==> src/rtl/disp_pkg.sv <==
// disp_pkg: shared constants for the multiplexed seven-segment scanner.
//   SEG_0..SEG_F : active-low hex glyphs, bit order {g,f,e,d,c,b,a}
//   SEG_OFF      : all segments dark
//   MAX_DIGITS   : largest supported digit count
package disp_pkg;

    localparam int unsigned MAX_DIGITS = 8;
    localparam int unsigned SEG_W      = 7;
    localparam int unsigned NIB_W      = 4;

    localparam logic [SEG_W-1:0] SEG_0   = 7'h40;
    localparam logic [SEG_W-1:0] SEG_1   = 7'h79;
    localparam logic [SEG_W-1:0] SEG_2   = 7'h24;
    localparam logic [SEG_W-1:0] SEG_3   = 7'h30;
    localparam logic [SEG_W-1:0] SEG_4   = 7'h19;
    localparam logic [SEG_W-1:0] SEG_5   = 7'h12;
    localparam logic [SEG_W-1:0] SEG_6   = 7'h02;
    localparam logic [SEG_W-1:0] SEG_7   = 7'h78;
    localparam logic [SEG_W-1:0] SEG_8   = 7'h00;
    localparam logic [SEG_W-1:0] SEG_9   = 7'h10;
    localparam logic [SEG_W-1:0] SEG_A   = 7'h08;
    localparam logic [SEG_W-1:0] SEG_B   = 7'h03;
    localparam logic [SEG_W-1:0] SEG_C   = 7'h46;
    localparam logic [SEG_W-1:0] SEG_D   = 7'h21;
    localparam logic [SEG_W-1:0] SEG_E   = 7'h06;
    localparam logic [SEG_W-1:0] SEG_F   = 7'h0E;
    localparam logic [SEG_W-1:0] SEG_OFF = 7'h7F;

endpackage

==> src/rtl/seg_hex_decode.sv <==
// seg_hex_decode: combinational hex nibble to active-low seven-segment glyph.
//   nibble_i : 4-bit value 0..F
//   glyph_o  : segments {g,f,e,d,c,b,a}, 0 = lit
module seg_hex_decode
    import disp_pkg::*;
(
    input  logic [NIB_W-1:0] nibble_i,
    output logic [SEG_W-1:0] glyph_o
);

    always_comb begin
        glyph_o = SEG_OFF;
        unique case (nibble_i)
            4'h0: glyph_o = SEG_0;
            4'h1: glyph_o = SEG_1;
            4'h2: glyph_o = SEG_2;
            4'h3: glyph_o = SEG_3;
            4'h4: glyph_o = SEG_4;
            4'h5: glyph_o = SEG_5;
            4'h6: glyph_o = SEG_6;
            4'h7: glyph_o = SEG_7;
            4'h8: glyph_o = SEG_8;
            4'h9: glyph_o = SEG_9;
            4'hA: glyph_o = SEG_A;
            4'hB: glyph_o = SEG_B;
            4'hC: glyph_o = SEG_C;
            4'hD: glyph_o = SEG_D;
            4'hE: glyph_o = SEG_E;
            4'hF: glyph_o = SEG_F;
            default: glyph_o = SEG_OFF;
        endcase
    end

endmodule

==> src/rtl/disp_scan.sv <==
// disp_scan: time-multiplexed seven-segment display scanner.
//   clk, rstn   : clock, asynchronous active-low reset
//   disp_data   : 4*DIGITS hex nibbles, digit 0 in [3:0]
//   dp_in       : per-digit decimal point request (1 = lit)
//   digit_en    : per-digit enable (0 = dark in its slot)
//   blank       : 1 = all digits dark, scanning continues
//   seg, dp, AN : registered active-low segment / dp / anode drives
//   frame_start : one-cycle pulse after the edge that selects digit 0
// Optional: define DISP_SCAN_LZ_BLANK_EN for leading-zero suppression.
module disp_scan
    import disp_pkg::*;
#(
    parameter int unsigned DIGITS   = 8,
    parameter int unsigned SCAN_DIV = 100000
) (
    input  logic                    clk,
    input  logic                    rstn,
    input  logic [NIB_W*DIGITS-1:0] disp_data,
    input  logic [DIGITS-1:0]       dp_in,
    input  logic [DIGITS-1:0]       digit_en,
    input  logic                    blank,
    output logic [SEG_W-1:0]        seg,
    output logic                    dp,
    output logic [DIGITS-1:0]       AN,
    output logic                    frame_start
);

    localparam int unsigned CNT_W  = $clog2(SCAN_DIV);
    localparam int unsigned IDX_W  = (DIGITS > 1) ? $clog2(DIGITS) : 1;
    localparam int unsigned DATA_W = NIB_W * DIGITS;

    localparam logic [CNT_W-1:0] CNT_LAST = CNT_W'(SCAN_DIV - 1);
    localparam logic [IDX_W-1:0] IDX_LAST = IDX_W'(DIGITS - 1);

    logic [CNT_W-1:0]  cnt_q, cnt_d;
    logic [IDX_W-1:0]  idx_q, idx_d;
    logic [DATA_W-1:0] snap_data_q, snap_data_d;
    logic [DIGITS-1:0] snap_dp_q, snap_dp_d;
    logic [DIGITS-1:0] snap_en_q, snap_en_d;

    logic              tick_c;
    logic              wrap_c;
    logic [DIGITS-1:0] sup_c;
    logic [NIB_W-1:0]  sel_nib_c;
    logic              sel_en_c;
    logic              sel_dp_c;
    logic              sel_sup_c;
    logic              lit_c;
    logic [SEG_W-1:0]  glyph_c;

    logic [SEG_W-1:0]  seg_d;
    logic              dp_d;
    logic [DIGITS-1:0] an_d;

    assign tick_c = (cnt_q == CNT_LAST);
    assign wrap_c = tick_c && (idx_q == IDX_LAST);

    // Prescaler, digit index and per-frame snapshot.
    always_comb begin
        cnt_d       = tick_c ? '0 : cnt_q + CNT_W'(1);
        idx_d       = idx_q;
        snap_data_d = snap_data_q;
        snap_dp_d   = snap_dp_q;
        snap_en_d   = snap_en_q;
        if (tick_c) begin
            idx_d = (idx_q == IDX_LAST) ? '0 : idx_q + IDX_W'(1);
        end
        if (wrap_c) begin
            snap_data_d = disp_data;
            snap_dp_d   = dp_in;
            snap_en_d   = digit_en;
        end
    end

    // Leading-zero suppression walks down from the top digit; the first
    // enabled digit with a non-zero nibble or a dp request ends it.
`ifdef DISP_SCAN_LZ_BLANK_EN
    always_comb begin
        logic leading;
        sup_c   = '0;
        leading = 1'b1;
        for (int i = int'(DIGITS) - 1; i >= 1; i--) begin
            if (snap_en_d[i]) begin
                if ((snap_data_d[NIB_W*i +: NIB_W] != '0) || snap_dp_d[i]) begin
                    leading = 1'b0;
                end
            end
            sup_c[i] = leading;
        end
    end
`else
    assign sup_c = '0;
`endif

    // Outputs decode from the next index and next snapshot, so the wrap edge
    // sees live inputs and blank takes effect on every edge.
    always_comb begin
        sel_nib_c = '0;
        sel_en_c  = 1'b0;
        sel_dp_c  = 1'b0;
        sel_sup_c = 1'b0;
        for (int i = 0; i < int'(DIGITS); i++) begin
            if (idx_d == IDX_W'(i)) begin
                sel_nib_c = snap_data_d[NIB_W*i +: NIB_W];
                sel_en_c  = snap_en_d[i];
                sel_dp_c  = snap_dp_d[i];
                sel_sup_c = sup_c[i];
            end
        end
    end

    seg_hex_decode u_dec (
        .nibble_i (sel_nib_c),
        .glyph_o  (glyph_c)
    );

    assign lit_c = sel_en_c && !blank && !sel_sup_c;

    always_comb begin
        an_d  = '1;
        seg_d = SEG_OFF;
        dp_d  = 1'b1;
        if (lit_c) begin
            seg_d = glyph_c;
            dp_d  = ~sel_dp_c;
            for (int i = 0; i < int'(DIGITS); i++) begin
                if (idx_d == IDX_W'(i)) begin
                    an_d[i] = 1'b0;
                end
            end
        end
    end

    always_ff @(posedge clk or negedge rstn) begin
        if (!rstn) begin
            cnt_q       <= '0;
            idx_q       <= IDX_LAST;
            snap_data_q <= '0;
            snap_dp_q   <= '0;
            snap_en_q   <= '0;
            AN          <= '1;
            seg         <= SEG_OFF;
            dp          <= 1'b1;
            frame_start <= 1'b0;
        end else begin
            cnt_q       <= cnt_d;
            idx_q       <= idx_d;
            snap_data_q <= snap_data_d;
            snap_dp_q   <= snap_dp_d;
            snap_en_q   <= snap_en_d;
            AN          <= an_d;
            seg         <= seg_d;
            dp          <= dp_d;
            frame_start <= wrap_c;
        end
    end

endmodule

==> config.mk <==
export PLATFORM = sky130hd
export DESIGN_NAME = disp_scan
export DESIGN_NICKNAME = d
export VERILOG_FILES = /design/src/rtl/disp_pkg.sv /design/src/rtl/seg_hex_decode.sv /design/src/rtl/disp_scan.sv
export SDC_FILE = /design/constraint.sdc
export NUM_CORES = 1
export LEC_CHECK = 0
export ABC_AREA = 1
export CORE_MARGIN = 5
export CORE_UTILIZATION = 45
export CTS_CLUSTER_SIZE = 25
export DETAILED_ROUTE_END_ITERATION = 10
export PLACE_DENSITY = 0.7
export SETUP_SLACK_MARGIN = 0.5
export SLEW_MARGIN = 20
export SYNTH_ARGS = -nofsm -noshare
export SYNTH_HDL_FRONTEND = slang
export SYNTH_HIERARCHICAL = 1
export SYNTH_SLANG_ARGS = --single-unit
export TNS_END_PERCENT = 5
==> constraint.sdc <==
create_clock -name clk -period 4.35 [get_ports clk]
set_input_delay 0.6525 -clock clk [delete_from_list [all_inputs] [get_ports clk]]
set_output_delay 0.6525 -clock clk [all_outputs]
set_load 0.005 [all_outputs]
# After elaboration in Yosys (flattened, before gate mapping)
# Memories as Yosys holds them, arrays and structs flattened.
# Cells that the tools add are included.
# classes
n_lt_le_gt_ge	0
mul	0
n_eq_ne	9
div_mod_pow	0
n_addsub	2
reduce_logical	4
shift	0
n_mux	41
n_bitwise	1
# ops
cell	n
32-bit two-way mux	1
4-bit two-way mux	8
1-bit two-way mux	25
8-bit two-way mux	3
17-bit by 1-bit adder with 17-bit output (second input constant)	1
17-bit == test (second input constant)	1
17-bit two-way mux	1
3-bit == test (second input constant)	5
7-bit two-way mux	1
3-bit by 2-bit == test with 1-bit output (second input constant)	2
3-bit two-way mux	2
3-bit by 1-bit adder with 3-bit output (second input constant)	1
3-bit by 1-bit == test with 1-bit output (second input constant)	1
3-bit logical NOT	1
1-bit logical AND	2
1-bit logical NOT	1
1-bit inverter	1
# totals
n_memories	1
ram_bits	0
ff_bits	85
word_cells	67
romBits	112
latchBits	0
in_bits	51
# mem_list
name	depth	width	rd	rd_clocked_by_memory_dff	wr	line	rtl
(no name shown)	16	7	1	0	0	seg_hex_decode.sv:13	unique case (nibble_i)

# Logic depth before layout (Yosys ltp)
# depth
word_depth	14
depth_mapped	23
depth_no_buf	23

# Cells and area by module
# Netlist, hierarchy kept.
# by_module_without_submodules
module	cells_per_inst	n_inst	area_each_um2	seq_area_each_um2
disp_scan	475	1	3922.5	2150.8
seg_hex_decode	49	1	274.0	0.0

# Worst setup path after synthesis
# Ideal clock, no wire load.
# synth_timing
path_type	flip-flop to flip-flop
from	reg cnt_q[0]
to	reg seg[3]
path_stages_with_launch	22
setup_slack_ns	1.626
required_time_ns	4.290
arrival_time_ns	2.664
cell_sequence	dfrtp_1 -> ha_1 -> nand3_2 -> inv_2 -> nand3_1 -> nor2_2 -> nand3_1 -> buf_2 -> buf_2 -> nor2_1 -> nor2_1 -> a21oi_1 -> nand4_1 -> nand2_1 -> nand4_1 -> inv_1 -> ha_1 -> nand2_1 -> nand3_1 -> nand2_1 -> inv_1 -> nand2_1
# synth_via
elab_cells_between_ends	32
classes_between	eq/ne (8); mux (20); reduce/logical (3); memory (1)
# synth_lines
element	line	rtl
start, declared	disp_scan.sv:35	logic [CNT_W-1:0] cnt_q, cnt_d;
start signal, assigned	disp_scan.sv:146	cnt_q <= cnt_d;
17-bit == test	disp_scan.sv:55	assign tick_c = (cnt_q == CNT_LAST);
1-bit logical AND	disp_scan.sv:56	assign wrap_c = tick_c && (idx_q == IDX_LAST);
32-bit two-way mux	disp_scan.sv:68	if (wrap_c) begin
named net snap_data_d[13]	disp_scan.sv:37	logic [DATA_W-1:0] snap_data_q, snap_data_d;
4-bit two-way mux (5 in series)	disp_scan.sv:103	if (idx_d == IDX_W'(i)) begin
named net sel_nib_c[1]	disp_scan.sv:44	logic [NIB_W-1:0] sel_nib_c;
memory read 16 x 7 bit	n/a	
named net glyph_c[3]	disp_scan.sv:49	logic [SEG_W-1:0] glyph_c;
7-bit two-way mux	disp_scan.sv:123	if (lit_c) begin
named net seg_d[3]	disp_scan.sv:51	logic [SEG_W-1:0] seg_d;
end signal, assigned	disp_scan.sv:152	seg <= seg_d;
end, declared	disp_scan.sv:22	output logic [SEG_W-1:0] seg,
# The timed path passes the listed nets, and every way through them passes these cells.

# Worst setup path after layout
# layout_timing
from	reg cnt_q[0]
to	reg seg[3]
# layout_via
elab_cells_between_ends	32
classes_between	eq/ne (8); mux (20); reduce/logical (3); memory (1)
# layout_lines
element	line
17-bit == test	disp_scan.sv:55
1-bit logical AND	disp_scan.sv:56
32-bit two-way mux	disp_scan.sv:68
named net snap_data_d[28]	disp_scan.sv:37
4-bit two-way mux	disp_scan.sv:103
named net sel_nib_c[0]	disp_scan.sv:44
memory read 16 x 7 bit	n/a
named net glyph_c[3]	disp_scan.sv:49
7-bit two-way mux	disp_scan.sv:123
named net seg_d[3]	disp_scan.sv:51
# The timed path passes the listed nets, and every way through them passes these cells.

==> results by group <==
GRT
  – Vias in the first global route: 3501
  – Largest net degree at the start of global routing: 86
  – Overflow after GRT: 0
  – GRT Resource Usage Total: 17.9%
  – First-pass GRT wire length: 16400 µm
  – Initial antenna violation count: 0

Finish
  – Layout Nets: 658
  – Layout cells sized above 1: 12.1%
  – ANT cells: 0
  – Layout area overhead: 24.2%
  – Post-route cell area: 5210 µm²

Die
  – I/O pin count: 68
  – Core Region: 9150 µm²
  – Die Span X: 107 µm
  – Total die area: 11400 µm²
  – Initial core utilization: 45.9%
  – Core Rows: 35
  – Chip height: 107 µm

Timing
  – Max Fclk: 0.288 GHz
  – Hold Fails Final Rpt: 0
  – Unrepaired setup endpoints after global routing: false
  – Fin worst setup slack: 877 ps
  – Setup_tns: 0 ps
  – Clock period minus worst slack: 3470 ps
  – Final setup violation count: 0
  – Slew Viols, Final: 0
  – Final Skew: 16.6 ps
  – Measured slew at the worst slew-check pin: 761 ps
  – Final period utilization: 79.8%
  – Slew margin rel.: 49.3%

Job
  – Max-capacitance violation count: 0

Critical path
  – Cell family with most CP delay: simple AND/OR/NAND/NOR gates
  – CP cell instances: ha_1 -> nand3_2 -> nor2_4 -> nand3_4 -> nor2_2 -> buf_4 -> nor2_1 -> nor2_1 -> nand2_1 -> nand4_1 -> inv_1 -> ha_1 -> nand2_1 -> nand3_1 -> nand2_1 -> inv_1 -> nand2_1
  – Critical Path Max Stage Delay: 550 ps
  – Crit path DAT: 3770 ps
  – Slowest stage cell, crit path: nor2_2
  – Most used cell, CP: nand2_1
  – Element type at the critical path end: flop
  – CP Launch Type: flop
  – Critical path class: reg -> reg
  – Worst-path fanout max: 25
  – Worst Path Buf+Inv: 3
  – CP Data Required Time: 4650 ps

Place
  – Placer Congestion: 0.849
  – Hpwl dp: 7140 µm
  – Placed cell area: 4970 µm²
  – Dpl ws: 683 ps
  – Port Buffers: 67

Pwr
  – Combinational group share of total power: 8.5%
  – Leakage: 2.47 nW
  – Int Power: 1.17 mW
  – Sw Pwr: 0.365 mW
  – Clock power share: 37.9%
  – Pwr Density: 294 nW/µm²
  – Reg power frac: 53.5%
  – Sw Ratio: 23.8%
  – Max VDD drop: 0.141 mV

Synthesis
  – Syn avg cell area: 8.01 µm²
  – Synth area leaders: dfrtp_1 39%, dfstp_2 12%, nor2_1 11%
  – Yosys cell types: 38
  – Syn nets: 585
  – FF+latch count, synth: 85
  – Area of the mapped netlist: 4200 µm²
  – Post-synth top area share: 39.4%
  – Cells after Synth: 524
  – Asr flop ratio synth: 100%
  – Post-synthesis sequential area ratio: 51.3%
  – Main synth FF type: dfrtp_1
  – Post-synth EDFFs: 0
  – Synth warn: 6
  – Synth area leader: dfrtp_1

Clock network
  – H-tree depth: 3
  – Clk root buf: clkbuf_8
  – Clk_lat worst skew: 350 ps
  – Clock Tree Buf Depth: 2
  – Clock sink count: 85
  – Clock-pin slew on the worst setup and hold paths: 90 ps
  – TritonCTS clock tree: done
  – CTS buffer count: 9

Drt
  – Wirelength per Cell: 13.8 µm
  – Initial drt markers: 203
  – DRC: 0
  – Vias/cell: 4.94
  – Via count: 3522
  – Final wirelength: 9860 µm
  – Drt first pass iters: 4
  – Antenna viol nets, final: 0

Outcome
  – Outcome: completed

Worst hold path
  – Hold Path Class: in -> async
[repair_timing]
action / in CTS / in global routing
hold endpoints to repair: 0 / 0
endpoints found under the setup margin: 0 / 7
buffers inserted: 0 / 3
resized for setup: 0 / 1
hold buffers: 0 / 0
[path summary, 6_finish.rpt]
check / from / end / slack (ps) / cells past startpoint
max: cnt_q[0]$_DFF_PN0_ / seg[3]$_DFF_PN1_ / 880 / 17
min: rstn / cnt_q[7]$_DFF_PN0_ / 340 / 1
max reg2reg: cnt_q[0]$_DFF_PN0_ / seg[3]$_DFF_PN1_ / 880 / 17
min reg2reg: cnt_q[0]$_DFF_PN0_ / cnt_q[0]$_DFF_PN0_ / 470 / 1
max in group asynchronous: rstn / snap_en_q[0]$_DFF_PN0_ / 3480 / 1
min in group clk: cnt_q[0]$_DFF_PN0_ / cnt_q[0]$_DFF_PN0_ / 470 / 1
[cells in the final DEF (no fill, tap or decap), types with 2 or more instances in the layout]
master	Yosys	final
nor2_1	128	127
o21ai_1	2	2
buf_4	1	8
xor2_1	3	3
nor3_4	2	2
ha_1	10	10
a21oi_1	9	9
nand3_1	27	26
nor4_1	2	2
or2_2	2	2
o21ai_0	9	9
nand2_2	7	7
nor2_2	4	5
clkdlybuf4s50_1	0	66
nor3_1	8	8
nor2_4	2	2
a31oi_1	2	2
dfrtp_1	66	66
inv_1	53	53
clkbuf_8	0	9
dfstp_2	19	19
clkbuf_16	0	2
inv_2	4	4
nand4_1	12	12
nand2_1	126	126
nand3_2	2	3
[synthesized netlist by cell type, types with 3 or more instances]
library cell / count
nor2_1: 128
nand2_1: 126
dfrtp_1: 66
inv_1: 53
nand3_1: 27
dfstp_2: 19
nand4_1: 12
ha_1: 10
a21oi_1: 9
o21ai_0: 9
buf_2: 8
nor3_1: 8
nand2_2: 7
inv_2: 4
nor2_2: 4
xor2_1: 3
[cells by family (layout without fill, tap and decap cells)]
group           count (synthesis)  in the layout  share of synthesized area [%]
buf+inv                        71            149                           7.04
xor+xnor                        4              4                          0.835
compound gates                 29             29                           4.20
fa+ha+maj                      10             10                           2.98
flops                          85             85                           51.3
simple gates                  325            325                           33.7
[flip-flops by register name, indices dropped and copies added (netlist names)]
| signal | count |
|---|---|
| snap_dp_q | 8 |
| snap_en_q | 8 |
| snap_data_q | 32 |
| AN | 8 |
| cnt_q | 17 |
| idx_q | 3 |
| dp | 1 |
| seg | 7 |
| frame_start | 1 |
[per-stage QoR]
step | power, mW | util [%] | std cells | hold slack (ps)
after CTS | 1.55 | 56.6 | 710 | 473
after global routing | 1.59 | 56.9 | 713 | 421
after detailed placement | 0.964 | 54.3 | 694 | 455
after global placement | 0.962 | 54.3 | 694 | 444
after floorplan | 0.881 | - | 524 | 357
final | 1.53 | 56.9 | 713 | 340
[power by group through the flow]
| stage | sequential (mW) | clock (mW) | combinational [mW] |
|---|---|---|---|
| 3_3_place_gp | 0.835 | 0 | 0.126 |
| 5_1_grt | 0.823 | 0.621 | 0.146 |
| 6_report | 0.821 | 0.582 | 0.131 |
| 2_1_floorplan | 0.835 | 0 | 0.0456 |
| 4_1_cts | 0.821 | 0.598 | 0.129 |
| 3_5_place_dp | 0.836 | 0 | 0.128 |
[layout make-up]
class | instances | area, µm²
Tap cell | 111 | 139
Sequential cell | 85 | 2150
Clock inverter | 4 | 35.0
Clock buffer | 12 | 178
Fill cell | 840 | 3940
Inverter | 58 | 218
Timing Repair Buffer | 75 | 732
Multi-Input combinational cell | 368 | 1760
[layer usage]
| layer | GRT usage, % | part of all wire [%] | up-vias |
|---|---|---|---|
| met5 | 0 | 0 | - |
| met4 | 5.84 | 1.2 | 0 |
| met3 | 2.65 | 4.1 | 10 |
| met2 | 28.9 | 48 | 86 |
| met1 | 24.9 | 47 | 1654 |
| li1 | - | - | 1772 |
(Power assumes the default switching activity.)
